[src/rtl/tlight_pacer_pkg.sv]
// Shared types for the traffic-light pacer: lamp codes, phase and pedestrian state enums,
// and the lamp-code decoder.
package tlight_pkg;

  localparam logic [2:0] LAMP_RED       = 3'b100;
  localparam logic [2:0] LAMP_RED_AMBER = 3'b110;
  localparam logic [2:0] LAMP_GREEN     = 3'b001;
  localparam logic [2:0] LAMP_AMBER     = 3'b010;

  typedef enum logic [2:0] {RED, RED_AMBER, GREEN, AMBER, INVALID} phase_t;
  typedef enum logic [1:0] {IDLE, WAITING, WALK} ped_state_t;

  function automatic phase_t decode_phase(input logic [2:0] code);
    case (code)
      LAMP_RED:       return RED;
      LAMP_RED_AMBER: return RED_AMBER;
      LAMP_GREEN:     return GREEN;
      LAMP_AMBER:     return AMBER;
      default:        return INVALID;
    endcase
  endfunction

endpackage

[src/rtl/tlight_pacer_if.sv]
// Lamp feedback, pedestrian button and pacing outputs between the sequencer side
// (master) and the pacer (slave).
interface tlight_pacer_if;
  logic r;
  logic a;
  logic g;
  logic ped_req;
  logic step;
  logic ped_wait;
  logic ped_walk;
  logic sec_tick;

  modport master (output r, a, g, ped_req, input step, ped_wait, ped_walk, sec_tick);
  modport slave  (input r, a, g, ped_req, output step, ped_wait, ped_walk, sec_tick);
endinterface

[src/rtl/tlight_pacer_ped_debounce.sv]
// Pedestrian button conditioner: 2-flop synchroniser followed by a stable-level filter
// that only follows the input after DEB_CYCLES consecutive cycles of disagreement.
module ped_debounce #(
  parameter int DEB_CYCLES = 16
) (
  input  logic clk,
  input  logic rst_n,
  input  logic din,
  output logic dout
);

  localparam int CW = $clog2(DEB_CYCLES + 1);

  logic [1:0]    sync_reg;
  logic          filt_reg;
  logic [CW-1:0] cnt_reg;

  always_ff @(posedge clk or negedge rst_n) begin
    if (!rst_n) begin
      sync_reg <= 2'b00;
      filt_reg <= 1'b0;
      cnt_reg  <= '0;
    end else begin
      sync_reg <= {sync_reg[0], din};
      if (sync_reg[1] == filt_reg) begin
        cnt_reg <= '0;
      end else if (cnt_reg == CW'(DEB_CYCLES - 1)) begin
        filt_reg <= sync_reg[1];
        cnt_reg  <= '0;
      end else begin
        cnt_reg <= cnt_reg + 1'b1;
      end
    end
  end

  assign dout = filt_reg;

endmodule

[src/rtl/tlight_pacer.sv]
// Phase dwell timer and pedestrian request handler feeding the traffic-light sequencer.
// Define TLIGHT_PACER_DEBOUNCE_EN to condition ped_req through ped_debounce.
module tlight_pacer
  import tlight_pkg::*;
#(
  parameter int PRESCALE    = 50_000_000,
  parameter int T_RED       = 5,
  parameter int T_RED_AMBER = 1,
  parameter int T_GREEN     = 5,
  parameter int T_AMBER     = 2,
  parameter int DEB_CYCLES  = 16
) (
  input  logic        clk,
  input  logic        rst_n,
  tlight_pacer_if.slave bus
);

  localparam int             PW         = $clog2(PRESCALE);
  localparam logic [PW-1:0]  PRESC_MAX  = PW'(PRESCALE - 1);

  if (PRESCALE < 2 || DEB_CYCLES < 1 ||
      T_RED < 1 || T_RED > 255 || T_RED_AMBER < 1 || T_RED_AMBER > 255 ||
      T_GREEN < 1 || T_GREEN > 255 || T_AMBER < 1 || T_AMBER > 255) begin : g_param_check
    $error("tlight_pacer: illegal parameter value");
  end

  logic [2:0]    code;
  phase_t        phase;
  logic          entry;
  logic          tick;
  logic          step_c;
  logic [7:0]    t_load;

  logic [PW-1:0] presc_reg, presc_eff, presc_next;
  logic [7:0]    dwell_reg, dwell_eff, dwell_next;
  logic [2:0]    prev_code_reg;
  logic          armed_reg, armed_eff, armed_next;

  ped_state_t    ped_reg, ped_next;
  logic          ped_lvl;
  logic          ped_prev_reg;
  logic          ped_rise;

  assign code  = {bus.r, bus.a, bus.g};
  assign phase = decode_phase(code);
  assign entry = (code != prev_code_reg);

  always_comb begin
    t_load = 8'd0;
    case (phase)
      RED:       t_load = 8'(T_RED - 1);
      RED_AMBER: t_load = 8'(T_RED_AMBER - 1);
      GREEN:     t_load = 8'(T_GREEN - 1);
      AMBER:     t_load = 8'(T_AMBER - 1);
      default:   t_load = 8'd0;
    endcase
  end

  // A phase entry restarts the second, the dwell and the single-shot arm in the same cycle.
  assign presc_eff = entry ? '0 : presc_reg;
  assign tick      = ~entry & (presc_eff == PRESC_MAX);
  assign armed_eff = entry | armed_reg;
  assign dwell_eff = entry ? t_load : dwell_reg;

  always_comb begin
    step_c     = 1'b0;
    armed_next = armed_eff;
    dwell_next = dwell_eff;
    presc_next = (presc_eff == PRESC_MAX) ? '0 : presc_eff + 1'b1;
    if (phase == INVALID) begin
      step_c = armed_eff & rst_n;
    end else begin
      step_c = tick & armed_eff & (dwell_eff == 8'd0);
    end
    if (step_c) begin
      armed_next = 1'b0;
    end else if (tick && phase != INVALID) begin
      if (phase == GREEN && ped_reg == WAITING && dwell_eff > 8'd1) begin
        dwell_next = 8'd0;
      end else begin
        dwell_next = dwell_eff - 8'd1;
      end
    end
  end

  always_ff @(posedge clk or negedge rst_n) begin
    if (!rst_n) begin
      presc_reg     <= '0;
      dwell_reg     <= 8'd0;
      prev_code_reg <= 3'b000;
      armed_reg     <= 1'b1;
    end else begin
      presc_reg     <= presc_next;
      dwell_reg     <= dwell_next;
      prev_code_reg <= code;
      armed_reg     <= armed_next;
    end
  end

`ifdef TLIGHT_PACER_DEBOUNCE_EN
  ped_debounce #(.DEB_CYCLES(DEB_CYCLES)) u_ped_debounce (
    .clk   (clk),
    .rst_n (rst_n),
    .din   (bus.ped_req),
    .dout  (ped_lvl)
  );
`else
  assign ped_lvl = bus.ped_req;
`endif

  assign ped_rise = ped_lvl & ~ped_prev_reg;

  always_comb begin
    ped_next = ped_reg;
    case (ped_reg)
      IDLE:    if (ped_rise) ped_next = (entry && phase == RED) ? WALK : WAITING;
      WAITING: if (entry && phase == RED) ped_next = WALK;
      WALK:    if (entry && phase != RED) ped_next = IDLE;
      default: ped_next = IDLE;
    endcase
  end

  always_ff @(posedge clk or negedge rst_n) begin
    if (!rst_n) begin
      ped_reg      <= IDLE;
      ped_prev_reg <= 1'b0;
    end else begin
      ped_reg      <= ped_next;
      ped_prev_reg <= ped_lvl;
    end
  end

  assign bus.step     = step_c;
  assign bus.sec_tick = tick;
  assign bus.ped_wait = (ped_reg == WAITING);
  assign bus.ped_walk = (ped_reg == WALK);

endmodule

[src/flat_wrapper.sv]
// flat-port wrapper written by rule: the top's interface ports become plain ports
module tlight_pacer_flat import tlight_pkg::*;
#(
  parameter int PRESCALE    = 50_000_000,
  parameter int T_RED       = 5,
  parameter int T_RED_AMBER = 1,
  parameter int T_GREEN     = 5,
  parameter int T_AMBER     = 2,
  parameter int DEB_CYCLES  = 16
)
  (clk, rst_n, bus_r, bus_a, bus_g, bus_ped_req, bus_step, bus_ped_wait, bus_ped_walk, bus_sec_tick);
  tlight_pacer_if bus_i ();
  input  logic clk;
  input  logic rst_n;
  input wire logic [$bits(bus_i.r)-1:0] bus_r;
  input wire logic [$bits(bus_i.a)-1:0] bus_a;
  input wire logic [$bits(bus_i.g)-1:0] bus_g;
  input wire logic [$bits(bus_i.ped_req)-1:0] bus_ped_req;
  output wire logic [$bits(bus_i.step)-1:0] bus_step;
  output wire logic [$bits(bus_i.ped_wait)-1:0] bus_ped_wait;
  output wire logic [$bits(bus_i.ped_walk)-1:0] bus_ped_walk;
  output wire logic [$bits(bus_i.sec_tick)-1:0] bus_sec_tick;
  assign bus_i.r = bus_r;
  assign bus_i.a = bus_a;
  assign bus_i.g = bus_g;
  assign bus_i.ped_req = bus_ped_req;
  assign bus_step = bus_i.step;
  assign bus_ped_wait = bus_i.ped_wait;
  assign bus_ped_walk = bus_i.ped_walk;
  assign bus_sec_tick = bus_i.sec_tick;
  tlight_pacer #(.PRESCALE(PRESCALE), .T_RED(T_RED), .T_RED_AMBER(T_RED_AMBER), .T_GREEN(T_GREEN), .T_AMBER(T_AMBER), .DEB_CYCLES(DEB_CYCLES)) u_core (.clk(clk), .rst_n(rst_n), .bus(bus_i));
endmodule
[config.mk]
export PLATFORM = sky130hd
export DESIGN_NAME = tlight_pacer_flat
export DESIGN_NICKNAME = d
export VERILOG_FILES = /design/src/rtl/tlight_pacer_pkg.sv /design/src/rtl/tlight_pacer_if.sv /design/src/rtl/tlight_pacer_ped_debounce.sv /design/src/rtl/tlight_pacer.sv /design/src/flat_wrapper.sv
export SDC_FILE = /design/constraint.sdc
export NUM_CORES = 1
export LEC_CHECK = 0
export ABC_AREA = 1
export BUFFER_PORTS_ARGS = -buffer_cell sky130_fd_sc_hd__buf_2
export CAP_MARGIN = 20
export CORE_MARGIN = 8
export CORE_UTILIZATION = 65
export CTS_CLUSTER_SIZE = 12
export DETAILED_ROUTE_END_ITERATION = 10
export MAX_ROUTING_LAYER = met4
export PLACE_DENSITY = 0.87
export SLEW_MARGIN = 25
export SYNTH_ARGS = -nofsm -noshare
export SYNTH_HDL_FRONTEND = slang
export SYNTH_HIERARCHICAL = 1
export SYNTH_SLANG_ARGS = --single-unit
[constraint.sdc]
create_clock -name clk -period 4.5 [get_ports clk]
set_input_delay 0.675 -clock clk [delete_from_list [all_inputs] [get_ports clk]]
set_output_delay 0.675 -clock clk [all_outputs]
set_load 0.01 [all_outputs]
==> results of run 1 <==
## cell type report
cell class	instances	area (µm²)	area share
tap	52	65.1	0.0208
inverter	62	233	0.0742
clock inverter	3	68.8	0.0219
sequential	41	1030	0.328
timing repair buffer	12	67.6	0.0215
multi-input combinational	316	1610	0.512
clock buffer	5	68.8	0.0219
## power groups by stage
stage               sequential, mW  combinational (mW)  clock, mW
CTS                          0.380              0.0881      0.367
global placement             0.387              0.0845          0
global route                 0.381               0.100      0.381
detailed placement           0.387              0.0874          0
floorplan                    0.387              0.0647          0
finish                       0.380              0.0879      0.361
## cells by family after synthesis
logic type,Yosys count,synth area share
buf+inv,71,0.107
fa+ha+maj,4,0.0170
xor+xnor,24,0.0764
flops,41,0.349
simple gates,267,0.411
compound gates,21,0.0403
## placed cells by master (no fill, tap or decap), types with 2 or more instances in the layout
| cell type | synthesis | routed |
|---|---|---|
| a21oi_1 | 3 | 3 |
| buf_2 | 2 | 9 |
| buf_4 | 2 | 3 |
| bufinv_16 | 0 | 2 |
| clkbuf_8 | 0 | 5 |
| dfrtp_1 | 40 | 40 |
| ha_1 | 4 | 4 |
| inv_1 | 53 | 53 |
| inv_2 | 8 | 8 |
| nand2_1 | 119 | 119 |
| nand2_2 | 5 | 5 |
| nand3_1 | 29 | 29 |
| nand3_2 | 6 | 6 |
| nand4_1 | 9 | 9 |
| nor2_1 | 71 | 71 |
| nor2_2 | 7 | 7 |
| nor2_4 | 5 | 5 |
| nor3_1 | 11 | 11 |
| nor3_2 | 2 | 2 |
| o21ai_0 | 8 | 8 |
| o21ai_1 | 7 | 7 |
| xnor2_1 | 5 | 5 |
| xor2_1 | 17 | 17 |
## critical path: cells and delay by family
kind	cells	cell delay, ps
AND/OR/NAND/NOR	10	1260
buffers and inverters	5	900
## metrics by stage
step | util | hold slack (ps) | setup WS [ps] | cells
5_1_grt | 0.720 | 474 | 710 | 491
3_5_place_dp | 0.689 | 466 | 1020 | 483
3_3_place_gp | 0.689 | 463 | 1130 | 483
6_report | 0.720 | 418 | 990 | 491
4_1_cts | 0.720 | 441 | 1010 | 491
2_1_floorplan | - | 379 | 1560 | 428
## layer usage
metal | GRT usage | wire (µm) | vias to the layer above
li1 | - | - | 1331
met1 | 0.223 | 2860 | 1244
met2 | 0.337 | 3220 | 121
met3 | 0.0498 | 459 | 30
met4 | 0.113 | 291 | 0
met5 | - | 0 | -
## path summary, 6_finish.rpt
kind                                         startpoint              endpoint
worst min-delay path                              rst_n  u_core/presc_reg[14]
worst min register to register         u_core/armed_reg      u_core/armed_reg
min in group clk                       u_core/armed_reg      u_core/armed_reg
max in group asynchronous                         rst_n      u_core/armed_reg
worst max-delay path                              bus_a              bus_step
worst max register to register  u_core/prev_code_reg[0]   u_core/dwell_reg[6]
==> results.py, run 1 <==
metrics = {
    "timing": {
        "finalMaxSlewViolations": 0,
        "tns_ps": 0,
        "finalHoldViolCount": 0,
        "period_share": 0.780,
        "slew_headroom": 0.651,
        "fin_skew_ps": 7.97,
        "period_needed_ps": 3510,
        "setup_violations": 0,
        "tightest_slew_ps": 524,
        "timing.fmax_ghz": 0.285,
        "grt_setup_unrepaired": "false",
    },
    "pwr": {
        "p_clk_frac": 0.435,
        "p_seq_frac": 0.458,
        "combPwrFrac": 0.106,
        "ir_worst_vdd_mv": 0.197,
        "power_density_nw_per_um2": 264,
        "power_switching_mw": 0.203,
        "finalPower_mw": 0.829,
        "sw_frac_of_total": 0.245,
        "p_leak_nw": 1.51,
        "p_int_mw": 0.626,
    },
    "die": {
        "row_count": 24,
        "start_util": 0.677,
        "fp.coreArea_um2": 4350,
        "io_pins": 10,
        "die_area_um2": 6940,
        "die-width_um": 83.3,
        "die_y_um": 83.3,
    },
    "routing": {
        "vias_per_cell": 5.55,
        "drc": 0,
        "initialDrtViolationCount": 234,
        "drt_wl_total_um": 6820,
        "antenna_left": 0,
        "vias": 2726,
        "wire_per_inst_um": 13.9,
        "first_pass_iters": 5,
    },
    "logic_synthesis": {
        "synthArstFlopShare": 1.00,
        "synth_area_leader_cell": "dfrtp_1",
        "syn_nets": 438,
        "ys_ff_latch": 41,
        "yosys_most_used_dff": "dfrtp_1",
        "yosys-top-cells-area": "dfrtp_1, nand2_1, nor2_1, inv_1, xor2_1",
        "yosysSeqAreaShare": 0.349,
        "yosysTopAreaCellShare": 0.340,
        "ys_types": 32,
        "avgSynthCellArea_um2": 6.88,
        "synth_area_um2": 2950,
        "syn_inst": 428,
        "yosysWarnings": 6,
        "yosys-top-cells-count": "nand2_1, nor2_1, inv_1",
        "synth_edf_count": 0,
        "yosysMostFrequentCell": "nand2_1",
    },
    "final_layout": {
        "area_growth_pct": 6.41,
        "fin_nets": 448,
        "largest_reg_flops": 26,
        "final_cell_area_um2": 3140,
        "final_layout_size_suffix_gt1_frac": 0.137,
        "fillers": 360,
        "antennaDiodeCount": 0,
    },
    "critical_path": {
        "critical_path.max_fanout": 22,
        "rrSetupSlack_ps": 1820,
        "crit_top_cell": "nand2_1",
        "crit_chain": "buf_2 -> inv_2 -> nand2_1 -> nand2_2 -> nand2_2 -> nor2_4 -> buf_4 -> nand3_1 -> nor2_2 -> nand2_1 -> nor2_1 -> nand3_1 -> nand2_1 -> buf_4 -> buf_2",
        "start_kind": "input pin",
        "arrival_ps": 2840,
        "reg2reg_depth": 13,
        "crit_type": "input pin to output port",
        "worstSetupEndpointType": "output port",
        "slowest_stage": "buf_4",
        "required_ps": 3830,
        "critPathMaxStageDelay_ps": 350,
    },
    "placed_design": {
        "post-dp-hpwl_um": 5030,
        "io_buffers": 9,
        "place_area_um2": 3000,
        "globalplace.congestion": 1.02,
    },
    "global_route": {
        "overflow": 0,
        "grt_start_max_net_pins": 43,
        "grt_pass1_vias": 2706,
        "grt_pass1_wl_um": 11700,
        "grt_usage": 0.205,
        "antenna_found_initial": 0,
    },
    "clock_tree": {
        "cts_root_buf": "clkbuf_8",
        "post_cts_resized": 0,
        "cts_setup_buffers": 0,
        "cts_tree": "done",
        "clk_pin_slew_ps": 90,
        "clock_latency_ps": 300,
        "cts-hold-fix-buffers": 0,
        "cts_buffer_depth": 2,
        "cts_inserted_buffers": 5,
        "cts.htree.levels": 2,
        "cts.sinks": 41,
    },
    "run": {
        "drv_cap": 0,
    },
    "min_path": {
        "min_path_type": "input pin to async pin",
    },
    "run_status": {
        "outcome": "finished clean",
    },
}
(Power assumes the default switching activity.)
==> inputs of run 2 (changes only) <==
--- a/config.mk
+++ b/config.mk
@@ -9,11 +9,11 @@
 export BUFFER_PORTS_ARGS = -buffer_cell sky130_fd_sc_hd__buf_2
 export CAP_MARGIN = 20
 export CORE_MARGIN = 8
-export CORE_UTILIZATION = 65
+export CORE_UTILIZATION = 62
 export CTS_CLUSTER_SIZE = 12
 export DETAILED_ROUTE_END_ITERATION = 10
 export MAX_ROUTING_LAYER = met4
-export PLACE_DENSITY = 0.87
+export PLACE_DENSITY = 0.84
 export SLEW_MARGIN = 25
 export SYNTH_ARGS = -nofsm -noshare
 export SYNTH_HDL_FRONTEND = slang
==> constraint.sdc (replaced) <==
create_clock -name clk -period 3.7 [get_ports clk]
set_input_delay 0.555 -clock clk [delete_from_list [all_inputs] [get_ports clk]]
set_output_delay 0.555 -clock clk [all_outputs]
set_load 0.01 [all_outputs]
==> results.py, run 2 (same netlist as run 1, synthesis figures left out) <==
metrics = {
    "routing": {
        "first_pass_iters": 7,
        "vias_per_cell": 5.28,
        "vias": 2604,
        "drc": 0,
        "initialDrtViolationCount": 142,
        "drt_wl_total_um": 6640,
        "wire_per_inst_um": 13.5,
        "antenna_left": 0,
    },
    "critical_path": {
        "crit_top_cell": "nand2_1",
        "reg2reg_from": "u_core/prev_code_reg[0]",
        "required_ps": 3140,
        "crit_buf_inv": 5,
        "reg2reg_depth": 14,
        "critPathMaxStageDelay_ps": 350,
        "crit_type": "input pin to output port",
        "endpoint": "bus_step",
        "critical_path.max_fanout": 24,
        "path_delay_family": "simple AND/OR/NAND/NOR gates",
        "worstReg2RegEnd": "u_core/dwell_reg[2]",
        "slowest_stage": "buf_4",
        "setup.worst_path.start": "bus_r",
        "start_kind": "input pin",
        "worstSetupEndpointType": "output port",
        "crit_cells": 14,
        "rrSetupSlack_ps": 1000,
        "arrival_ps": 2520,
        "crit_chain": "buf_2 -> inv_2 -> nand2_1 -> nand2_2 -> nand2_2 -> nor2_4 -> buf_4 -> nand2_1 -> inv_2 -> nand2_1 -> nor3_2 -> nand3_1 -> nand2_1 -> buf_2",
    },
    "placed_design": {
        "io_buffers": 9,
        "globalplace.congestion": 0.929,
        "dp.cells": 485,
        "place_area_um2": 3000,
        "post-dp-hpwl_um": 4980,
        "place_ws_ps": 639,
    },
    "die": {
        "die_y_um": 84.9,
        "die-width_um": 84.9,
        "io_pins": 10,
        "die_area_um2": 7210,
        "row_count": 25,
        "start_util": 0.632,
        "fp.coreArea_um2": 4660,
    },
    "timing": {
        "fin_skew_ps": 4.53,
        "setup_ws_ps": 626,
        "period_share": 0.831,
        "timing.fmax_ghz": 0.325,
        "period_needed_ps": 3070,
        "whs_ps": 382,
        "tns_ps": 0,
        "setup_violations": 0,
        "tightest_slew_ps": 526,
        "finalMaxSlewViolations": 0,
        "grt_setup_unrepaired": "false",
        "slew_headroom": 0.649,
        "finalHoldViolCount": 0,
    },
    "clock_tree": {
        "cts.sinks": 41,
        "cts-hold-fix-buffers": 0,
        "cts_setup_buffers": 0,
        "cts_inserted_buffers": 5,
        "clock_latency_ps": 290,
        "clk_pin_slew_ps": 80,
        "cts_root_buf": "clkbuf_8",
        "post_cts_resized": 0,
        "cts_buffer_depth": 2,
        "cts_tree": "done",
        "cts.htree.levels": 2,
    },
    "min_path": {
        "min_path_type": "input pin to register",
        "hold_depth": 1,
    },
    "pwr": {
        "p_leak_nw": 1.51,
        "power_density_nw_per_um2": 321,
        "finalPower_mw": 1.01,
        "ir_worst_vdd_mv": 0.268,
    },
    "final_layout": {
        "multi_input_area_um2": 1610,
        "final_cells": 493,
        "fillers": 397,
        "fin_nets": 448,
        "layout_common_cells": "nand2_1, nor2_1, inv_1, dfrtp_1, nand3_1",
        "register_area_um2": 1030,
        "antennaDiodeCount": 0,
        "final_common_cell": "nand2_1",
        "fin_util": 0.673,
        "final_cell_area_um2": 3140,
        "area_growth_pct": 6.50,
        "largest_reg_flops": 26,
        "final_layout_size_suffix_gt1_frac": 0.137,
    },
    "global_route": {
        "grt_start_max_net_pins": 42,
        "overflow": 0,
        "grt_pass1_vias": 2457,
        "antenna_found_initial": 0,
        "grt_pass1_wl_um": 11200,
        "grt_usage": 0.198,
    },
    "run": {
        "drv_cap": 0,
    },
    "run_status": {
        "outcome": "finished clean",
    },
}
==> run 2: cell counts in the layout (fill, tap and decap cells not counted) <==
Identical to the previous run, type by type.
==> run 2: how the worst min path moves through the flow <==
stage / slack, ps / startpoint / endpoint
2_1_floorplan: 260 / rst_n / u_core/dwell_reg[0]
3_5_place_dp: 470 / u_core/armed_reg / u_core/armed_reg
4_1_cts: 370 / bus_ped_req / u_core/ped_prev_reg
6_report: 380 / bus_ped_req / u_core/ped_prev_reg
5_1_grt: 370 / bus_ped_req / u_core/ped_prev_reg
3_3_place_gp: 470 / u_core/armed_reg / u_core/armed_reg
==> run 2: per-layer routing <==
metal	global-route usage	vias up	part of all wire
met5	-	-	0
met4	0.0647	0	0.0087
met3	0.0309	6	0.038
met2	0.326	63	0.49
met1	0.242	1201	0.47
li1	-	1334	-
==> run 2: final cells by class <==
class                      instances  area share
timing repair buffer              12      0.0215
sequential                        41       0.327
clock buffer                       5      0.0219
multi-input combinational        316       0.512
tap                               54      0.0215
clock inverter                     3      0.0219
inverter                          62      0.0742
==> run 2: where the power goes <==
group / total [mW] / leakage [nW] / internal (mW) / switching [mW]
clock network: 0.439 / 0.0687 / 0.272 / 0.168
logic: 0.107 / 0.886 / 0.0322 / 0.0744
registers: 0.463 / 0.550 / 0.458 / 0.00489
